## src/rtl/seq_multiplier_if.sv

```systemverilog
// Operand/result bundle between the register-file read side, the iterative
// multiplier and the writeback mux.
interface seq_multiplier_if #(
  parameter int WIDTH = 64
);
  logic             Start;
  logic [1:0]       Op;
  logic [WIDTH-1:0] OpA;
  logic [WIDTH-1:0] OpB;
  logic [4:0]       RWIn;
  logic             Ready;
  logic             Busy;
  logic             Done;
  logic [WIDTH-1:0] Result;
  logic [4:0]       ResultRW;

  modport master (
    output Start, Op, OpA, OpB, RWIn,
    input  Ready, Busy, Done, Result, ResultRW
  );

  modport slave (
    input  Start, Op, OpA, OpB, RWIn,
    output Ready, Busy, Done, Result, ResultRW
  );
endinterface

```

## src/rtl/seq_multiplier.sv

```systemverilog
// Radix-2 shift-add 64x64 multiplier (MUL / UMULH / SMULH), one product bit per
// clock; a final FIX cycle applies the sign and selects the result half.
module seq_multiplier #(
  parameter int WIDTH = 64,
  parameter int CNTW  = 6
) (
  input  logic          Clk,
  input  logic          Reset_n,
  seq_multiplier_if.slave bus
);
  localparam logic [1:0] IDLE = 2'd0;
  localparam logic [1:0] RUN  = 2'd1;
  localparam logic [1:0] FIX  = 2'd2;
  localparam logic [1:0] DONE = 2'd3;

  localparam logic [1:0] OP_UMULH = 2'b01;
  localparam logic [1:0] OP_SMULH = 2'b10;

  logic [1:0]         state;
  logic [CNTW-1:0]    cnt;
  logic [1:0]         opReg;
  logic [4:0]         rwReg;
  logic [WIDTH-1:0]   mcand;
  logic [WIDTH-1:0]   mplier;
  logic               neg;
  logic [2*WIDTH-1:0] acc;
  logic [WIDTH-1:0]   resultReg;
  logic [4:0]         resultRwReg;

  logic               isSigned;
  logic [WIDTH-1:0]   absA;
  logic [WIDTH-1:0]   absB;
  logic [WIDTH-1:0]   addend;
  logic [WIDTH:0]     sum;
  logic [2*WIDTH-1:0] prodFix;
  logic [WIDTH-1:0]   fixResult;

  // SMULH runs unsigned on magnitudes; -2^63 negates to itself, which is the
  // correct unsigned magnitude.
  assign isSigned = (bus.Op == OP_SMULH);
  assign absA     = (isSigned && bus.OpA[WIDTH-1]) ? -bus.OpA : bus.OpA;
  assign absB     = (isSigned && bus.OpB[WIDTH-1]) ? -bus.OpB : bus.OpB;

  assign addend    = mplier[0] ? mcand : '0;
  assign sum       = {1'b0, acc[2*WIDTH-1:WIDTH]} + {1'b0, addend};
  assign prodFix   = neg ? -acc : acc;
  assign fixResult = (opReg == OP_UMULH || opReg == OP_SMULH) ?
                     prodFix[2*WIDTH-1:WIDTH] : prodFix[WIDTH-1:0];

  always_ff @(posedge Clk or negedge Reset_n) begin
    if (!Reset_n) begin
      state       <= IDLE;
      cnt         <= '0;
      opReg       <= '0;
      rwReg       <= '0;
      mcand       <= '0;
      mplier      <= '0;
      neg         <= 1'b0;
      acc         <= '0;
      resultReg   <= '0;
      resultRwReg <= '0;
    end else begin
      case (state)
        IDLE, DONE: begin
          if (bus.Start) begin
            opReg  <= bus.Op;
            rwReg  <= bus.RWIn;
            mcand  <= absA;
            mplier <= absB;
            neg    <= isSigned & (bus.OpA[WIDTH-1] ^ bus.OpB[WIDTH-1]);
            acc    <= '0;
            cnt    <= '0;
            state  <= RUN;
          end else begin
            state  <= IDLE;
          end
        end
        RUN: begin
          // Shift {carry, acc} right: the carry lands in acc's MSB.
          acc    <= {sum, acc[WIDTH-1:1]};
          mplier <= mplier >> 1;
          cnt    <= cnt + CNTW'(1);
          if (cnt == '1) state <= FIX;
        end
        FIX: begin
          resultReg   <= fixResult;
          resultRwReg <= rwReg;
          state       <= DONE;
        end
        default: state <= IDLE;
      endcase
    end
  end

  assign bus.Ready    = (state == IDLE) || (state == DONE);
  assign bus.Busy     = (state == RUN)  || (state == FIX);
  assign bus.Done     = (state == DONE);
  assign bus.Result   = resultReg;
  assign bus.ResultRW = resultRwReg;
endmodule

```

## src/flat_wrapper.sv

```systemverilog
// flat-port wrapper written by rule: the top's interface ports become plain ports
module seq_multiplier_flat 
#(
  parameter int WIDTH = 64,
  parameter int CNTW  = 6
)
  (Clk, Reset_n, bus_Start, bus_Op, bus_OpA, bus_OpB, bus_RWIn, bus_Ready, bus_Busy, bus_Done, bus_Result, bus_ResultRW);
  seq_multiplier_if #(.WIDTH(WIDTH)) bus_i ();
  input  logic Clk;
  input  logic Reset_n;
  input wire logic [$bits(bus_i.Start)-1:0] bus_Start;
  input wire logic [$bits(bus_i.Op)-1:0] bus_Op;
  input wire logic [$bits(bus_i.OpA)-1:0] bus_OpA;
  input wire logic [$bits(bus_i.OpB)-1:0] bus_OpB;
  input wire logic [$bits(bus_i.RWIn)-1:0] bus_RWIn;
  output wire logic [$bits(bus_i.Ready)-1:0] bus_Ready;
  output wire logic [$bits(bus_i.Busy)-1:0] bus_Busy;
  output wire logic [$bits(bus_i.Done)-1:0] bus_Done;
  output wire logic [$bits(bus_i.Result)-1:0] bus_Result;
  output wire logic [$bits(bus_i.ResultRW)-1:0] bus_ResultRW;
  assign bus_i.Start = bus_Start;
  assign bus_i.Op = bus_Op;
  assign bus_i.OpA = bus_OpA;
  assign bus_i.OpB = bus_OpB;
  assign bus_i.RWIn = bus_RWIn;
  assign bus_Ready = bus_i.Ready;
  assign bus_Busy = bus_i.Busy;
  assign bus_Done = bus_i.Done;
  assign bus_Result = bus_i.Result;
  assign bus_ResultRW = bus_i.ResultRW;
  seq_multiplier #(.WIDTH(WIDTH), .CNTW(CNTW)) u_core (.Clk(Clk), .Reset_n(Reset_n), .bus(bus_i));
endmodule
```

## config.mk

```make
export PLATFORM = sky130hd
export DESIGN_NAME = seq_multiplier_flat
export DESIGN_NICKNAME = d
export VERILOG_FILES = /design/src/rtl/seq_multiplier_if.sv /design/src/rtl/seq_multiplier.sv /design/src/flat_wrapper.sv
export SDC_FILE = /design/constraint.sdc
export NUM_CORES = 1
export LEC_CHECK = 0
export BUFFER_PORTS_ARGS = -buffer_cell sky130_fd_sc_hd__buf_4
export CAP_MARGIN = 20
export CORE_MARGIN = 2
export CORE_UTILIZATION = 55
export CTS_CLUSTER_DIAMETER = 80
export DETAILED_ROUTE_END_ITERATION = 12
export GPL_TIMING_DRIVEN = 0
export PLACE_DENSITY = 0.77
export SLEW_MARGIN = 10
export SYNTH_ARGS = -nofsm -noshare
export SYNTH_HDL_FRONTEND = slang
export SYNTH_SLANG_ARGS = --single-unit
```

## constraint.sdc

```tcl
create_clock -name Clk -period 3.4 [get_ports Clk]
set_clock_uncertainty 0.15 [all_clocks]
set_input_delay 0.17 -clock Clk [delete_from_list [all_inputs] [get_ports Clk]]
set_output_delay 0.17 -clock Clk [all_outputs]
set_load 0.01 [all_outputs]
```

; Word level (Yosys, flattened, before mapping)
; Cells that the tools add are included.
[word_totals]
reg_bits = 341
wordCells = 50
input_bits = 138
out_inout_bits = 72
[op_classes]
n_addsub = 5
eq_ne = 9
bitwise = 2
reduce_logical = 10
n_mux = 14
[op_table]
columns = operator, n
row1 = $mux W64, 5
row2 = $mux W128, 2
row3 = $pmux W128 S2, 1
row4 = $neg A128 Y128, 1
row5 = $neg A64 Y64, 2
row6 = $pmux W64 S2, 1
row7 = $add A64 B64 Y65, 1
row8 = $pmux W6 S2, 1
row9 = $eq A2 B2 Y1 const B, 4
row10 = $add A6 B1 Y6 const B, 1
row11 = $eq A6 B6 Y1 const B, 1
row12 = $mux W6, 1
row13 = $pmux W2 S3, 1
row14 = $eq A2 B1 Y1 const B, 2
row15 = $reduce_and A2 Y1, 2
row16 = $logic_or A1 B1 Y1, 3
row17 = $logic_and A1 B1 Y1, 2
row18 = $logic_not A2 Y1, 1
row19 = $mux W2, 1
row20 = $ne A2 B1 Y1 const B, 1
row21 = $ne A2 B2 Y1 const B, 1
row22 = $reduce_bool A2 Y1, 1
row23 = $reduce_or A2 Y1, 1
row24 = $and A1 B1 Y1, 1
row25 = other kinds (2), 2

; Logic depth before layout (Yosys ltp)
[depth]
word_depth = 5
ltp_mapped = 15
mapped_depth_nobuf = 14

; Worst setup path before layout
; OpenSTA, ideal clock, no wires.
[synth_path]
path_kind = reg2reg
from = reg u_core.mplier[0]
to = reg u_core.acc[114]
period_less_slack_ns = 3.701
setup_ns = 0.133
stages_incl_launch_ff = 16
arrival_ns = 3.418
slack_ns = -0.301
n_path_buf = 3
required_ns = 3.117
path_cell_list = dfrtp_1 clkbuf_1 clkbuf_1 and2_1 ha_1 clkbuf_1 a211oi_1 o221ai_1 a221oi_1 nand2_1 o211ai_1 nand2_1 a311oi_1 o21ai_0 xnor2_1 o21ai_0
[synth_between]
elab_chain_cells = 3
[synth_rtl]
columns = item, line
row1 = "start, declared", seq_multiplier.sv:24  ; logic [WIDTH-1:0] mplier;
row2 = "start signal, assigned", seq_multiplier.sv:69  ; mplier <= absB;
row3 = "start signal, assigned", seq_multiplier.sv:81  ; mplier <= mplier >> 1;
row4 = $mux W64, seq_multiplier.sv:44  ; assign addend = mplier[0] ? mcand : '0;
row5 = $add A64 B64 Y65, seq_multiplier.sv:45  ; assign sum = {1'b0, acc[2*WIDTH-1:WIDTH]} + {1'b0, addend};
row6 = $pmux W128 S2, seq_multiplier.sv:63  ; case (state)
row7 = "end signal, assigned", seq_multiplier.sv:80  ; acc <= {sum, acc[WIDTH-1:1]};
row8 = "end, declared", seq_multiplier.sv:26  ; logic [2*WIDTH-1:0] acc;
; No other way between the ends.
; A chain may end at the register's enable or synchronous reset.

; Worst setup path after layout
[layout_path]
from = reg u_core.mplier[0]
to = reg u_core.acc[125]
; Same word-level chain as after synthesis.

==> run_results.csv <==
group,metric,value,unit
detailed_routing,drt-vias-per-instance,6.44,
yosys,synthXorXnorAreaFrac,0.112,
sta,drv_slew,0,
yosys,syn_area_per_cell,8.09,um^2
yosys,synth_mux_area_frac,0.00499,
floorplanning,ios,210,
yosys,syn_area,23600,um^2
grt,grt_pass1_wl,139000,um
clock_tree,cts_tree,"done",
pwr,switching_power,2220,uW
layout,multi_input_area,16400,um^2
grt,groute.usage.overall,0.404,
yosys,synth_top_family_by_area,"simple AND/OR/NAND/NOR gates",
sta,relSlewSlack,0.231,
sta,final-hold-violation-count,0,
sta,fin_crit_sh,1.12,
floorplanning,rows,75,
pwr,cellPowerDensity,295,nW/um^2
outcome,status,"complete, but fails checks",
pwr,clkPwrFrac,0.478,
sta,setup_viol_count_final,68,
yosys,ys_seq_area_frac,0.362,
setup_path,cp_common_cell,"a2111oi_4",
clock_tree,cts_made_buffers,38,
yosys,ys_seq_elements,341,
layout,fillers,3042,
layout,final_nets,3602,
yosys,yosys.area_share.simple,0.227,
clock_tree,clk_pin_slew,0.06,ns
pwr,power_frac_seq,0.434,
pwr,p_int,7160,uW
sta,holdWs,0.0244,ns
yosys,synthArstFlopShare,1.00,
layout,regArea,8560,um^2
setup_path,crit_arrival,4.16,ns
clock_tree,clkLatencyLatePin,0.57,ns
pwr,swShare,0.237,
layout,synthToLayoutAreaGrowth,34.7,%
yosys,syn-instance-count,2917,
sta,finalCriticalPeriod,3.81,ns
pwr,leakage,0.0141,uW
setup_path,max_stage_delay,0.42,ns
grt,grt_max_degree,110,
layout,fin_area,31800,um^2
pwr,vdd_drop_max,388,uV
detailed_routing,drt-pass1-iter-count,6,
placed_design,gp_congestion,1.02,
floorplanning,start_util,0.560,
yosys,yosysTopAreaCellShare,0.362,
clock_tree,clockRootBuffer,"clkbuf_16",
yosys,synth_flop_cell,"dfrtp_1",
sta,max_freq,262,MHz
yosys,synthAdderAreaFrac,0.0385,
setup_path,r2r_slack,-0.41,ns
yosys,yosys.area.top_type,"dfrtp_1",
setup_path,critPathLaunchType,"flip-flop",
grt,antenna_found_initial,0,
grt,grt_pass1_vias,24466,
yosys,synth_warnings,0,
clock_tree,htreeDepth,2,
detailed_routing,drc,0,
detailed_routing,routed_wl,93000,um
setup_path,cp_data_required_time,3.75,ns
detailed_routing,routedWlPerCell,23.5,um
grt,gr-total-overflow,0,
detailed_routing,final_antenna_net_count,0,
layout,layout_common_cells,"457 x nand2_1, 319 x dfrtp_1, 293 x buf_4",
yosys,synth_area_leaders,"dfrtp_1 36%, nand2_1 7.6%, xor2_1 6.0%",
layout,layout_commonest_cell,"nand2_1",
yosys,synth_compound_area_frac,0.219,
pwr,combPwrFrac,0.088,
yosys,synth_edf_count,0,
detailed_routing,detailroute.via_count,25501,
clock_tree,cts_buffer_depth,3,
detailed_routing,drt-initial-drc-count,3521,
worst_hold_path,hp-class,"input pin to flip-flop",
sta,fin_ws,-0.414,ns
clock_tree,clkSinkCount,341,
sta,worst_pin_slew,1.15,ns
outcome,violations,"negative setup slack",
yosys,ys_types,78,
yosys,syn_nets,3127,
placed_design,placed_cell_area,26000,um^2
floorplanning,coreArea,42100,um^2
setup_path,critPathMaxFanout,3,
job,drv_cap,0,
floorplanning,die_h,211,um
placed_design,io_buffers,209,
setup_path,slowest_stage,"a2111oi_4",
floorplanning,dieWidth,211,um
setup_path,end_kind,"flip-flop",
setup_path,crit_type,"flip-flop to flip-flop",
placed_design,dp_hpwl,66500,um
setup_path,path_cells,"clkbuf_8 > and2_4 > ha_4 > inv_2 > fa_2 > nor2b_2 > o2111ai_2 > a2111oi_4 > a21o_1 > o311ai_4 > a2111oi_4 > o211ai_1 > a211o_1 > a211oi_2 > nand3b_1",
floorplanning,dieArea,44600,um^2
layout,drive_gt1_frac,0.220,
sta,rsz0062_at_grt,"true",
[through the flow]
step | util | total power, uW | std cells | setup WS (ns) | setup TNS, ns
3_5_place_dp | 0.616 | 4740 | 3668 | -1.27 | -58.95
2_1_floorplan | - | 4380 | 2917 | -0.00588 | -0.00588
4_1_cts | 0.722 | 9330 | 3920 | -0.335 | -5.03
5_1_grt | 0.754 | 9600 | 3959 | -0.453 | -16.08
3_3_place_gp | 0.614 | 4720 | 3665 | -1.23 | -383.40
6_report | 0.754 | 9370 | 3960 | -0.414 | -9.86
[synth_stat cells, types with 23 or more instances]
| library cell | instances |
|---|---|
| a21o_1 | 43 |
| a21oi_1 | 194 |
| a22oi_1 | 43 |
| a31oi_1 | 23 |
| and2_1 | 74 |
| and3_1 | 24 |
| clkbuf_1 | 169 |
| dfrtp_1 | 341 |
| ha_1 | 71 |
| inv_1 | 42 |
| nand2_1 | 479 |
| nand2b_1 | 25 |
| nand3_1 | 106 |
| nand4_1 | 26 |
| nor2_1 | 190 |
| nor3_1 | 43 |
| nor4_1 | 31 |
| o21ai_0 | 275 |
| o221ai_1 | 27 |
| o22ai_1 | 29 |
| o31ai_1 | 61 |
| o41ai_1 | 30 |
| or3_1 | 43 |
| or4_1 | 37 |
| xnor2_1 | 141 |
| xor2_1 | 161 |
[per-layer routing]
layer | vias up | wire length, um | track usage | share of wire
met5 | - | 0 | 0 | 0
met4 | 0 | 5210 | 0.189 | 0.056
met3 | 348 | 9250 | 0.0769 | 0.099
met2 | 1581 | 41500 | 0.628 | 0.45
met1 | 12223 | 37000 | 0.546 | 0.40
li1 | 11349 | - | - | -
[worst paths after layout]
path	startpoint	endpoint	cells after the start
worst max register to register	u_core.mplier[0]$_DFFE_PN0P_	u_core.acc[125]$_DFFE_PN0P_	15
worst min-delay path	bus_OpB[46]	u_core.mplier[46]$_DFFE_PN0P_	5
max in group asynchronous	Reset_n	u_core.mcand[4]$_DFFE_PN0P_	4
worst max-delay path	u_core.mplier[0]$_DFFE_PN0P_	u_core.acc[125]$_DFFE_PN0P_	15
min in group asynchronous	Reset_n	u_core.bus.Result[13]$_DFFE_PN0P_	3
worst min register to register	u_core.rwReg[2]$_DFFE_PN0P_	u_core.rwReg[2]$_DFFE_PN0P_	2
[power by group through the flow]
stage / Clock (uW) / Sequential [uW] / Combinational (uW)
final: 4480 / 4070 / 823
after CTS: 4480 / 4070 / 775
after global placement: 0 / 4150 / 575
after floorplan: 0 / 4150 / 234
after global routing: 4660 / 4070 / 878
after detailed placement: 0 / 4150 / 597
[layout make-up]
class	instances	share of cell area
antenna	1	0.0000788
buffer	165	0.0232
clock buffer	50	0.0339
clock inverter	18	0.00827
inverter	43	0.00508
multi-input combinational	2352	0.516
sequential	341	0.269
tap	539	0.0212
timing repair buffer	451	0.122
[worst max-delay path: cells and delay by family (launching register included)]
family	cells	cell delay (ns)
flops	1	0.37
simple gates	3	0.47
buf+inv	2	0.18
fa+ha+maj	2	0.48
compound gates	8	2.11
[kinds of logic after synthesis]
kind of cell / count (synthesis)
DFF: 341
adders and majority gates: 72
buffers and inverters: 224
and+or+nand+nor: 1131
muxes: 11
AOI/OAI and AO/OA: 836
xor gates and xnor gates: 302
[sequential cells by signal, summed over array words and instances (netlist names)]
signal               count
u_core.opReg             2
u_core.mcand            64
u_core.cnt               6
u_core.acc             128
u_core.rwReg             5
u_core.state             2
u_core.bus.ResultRW      5
u_core.mplier           64
u_core.bus.Result       64
u_core.neg               1
[timing repair]
item | 4_1_cts | 5_1_grt
resized for setup | 293 | 222
hold buffers | 136 | 0
hold endpoints to repair | 378 | 0
setup endpoints to repair | 173 | 190
pin swaps | 104 | 104
setup buffers | 58 | 46
No activity file was read; power rests on OpenSTA's default activity.
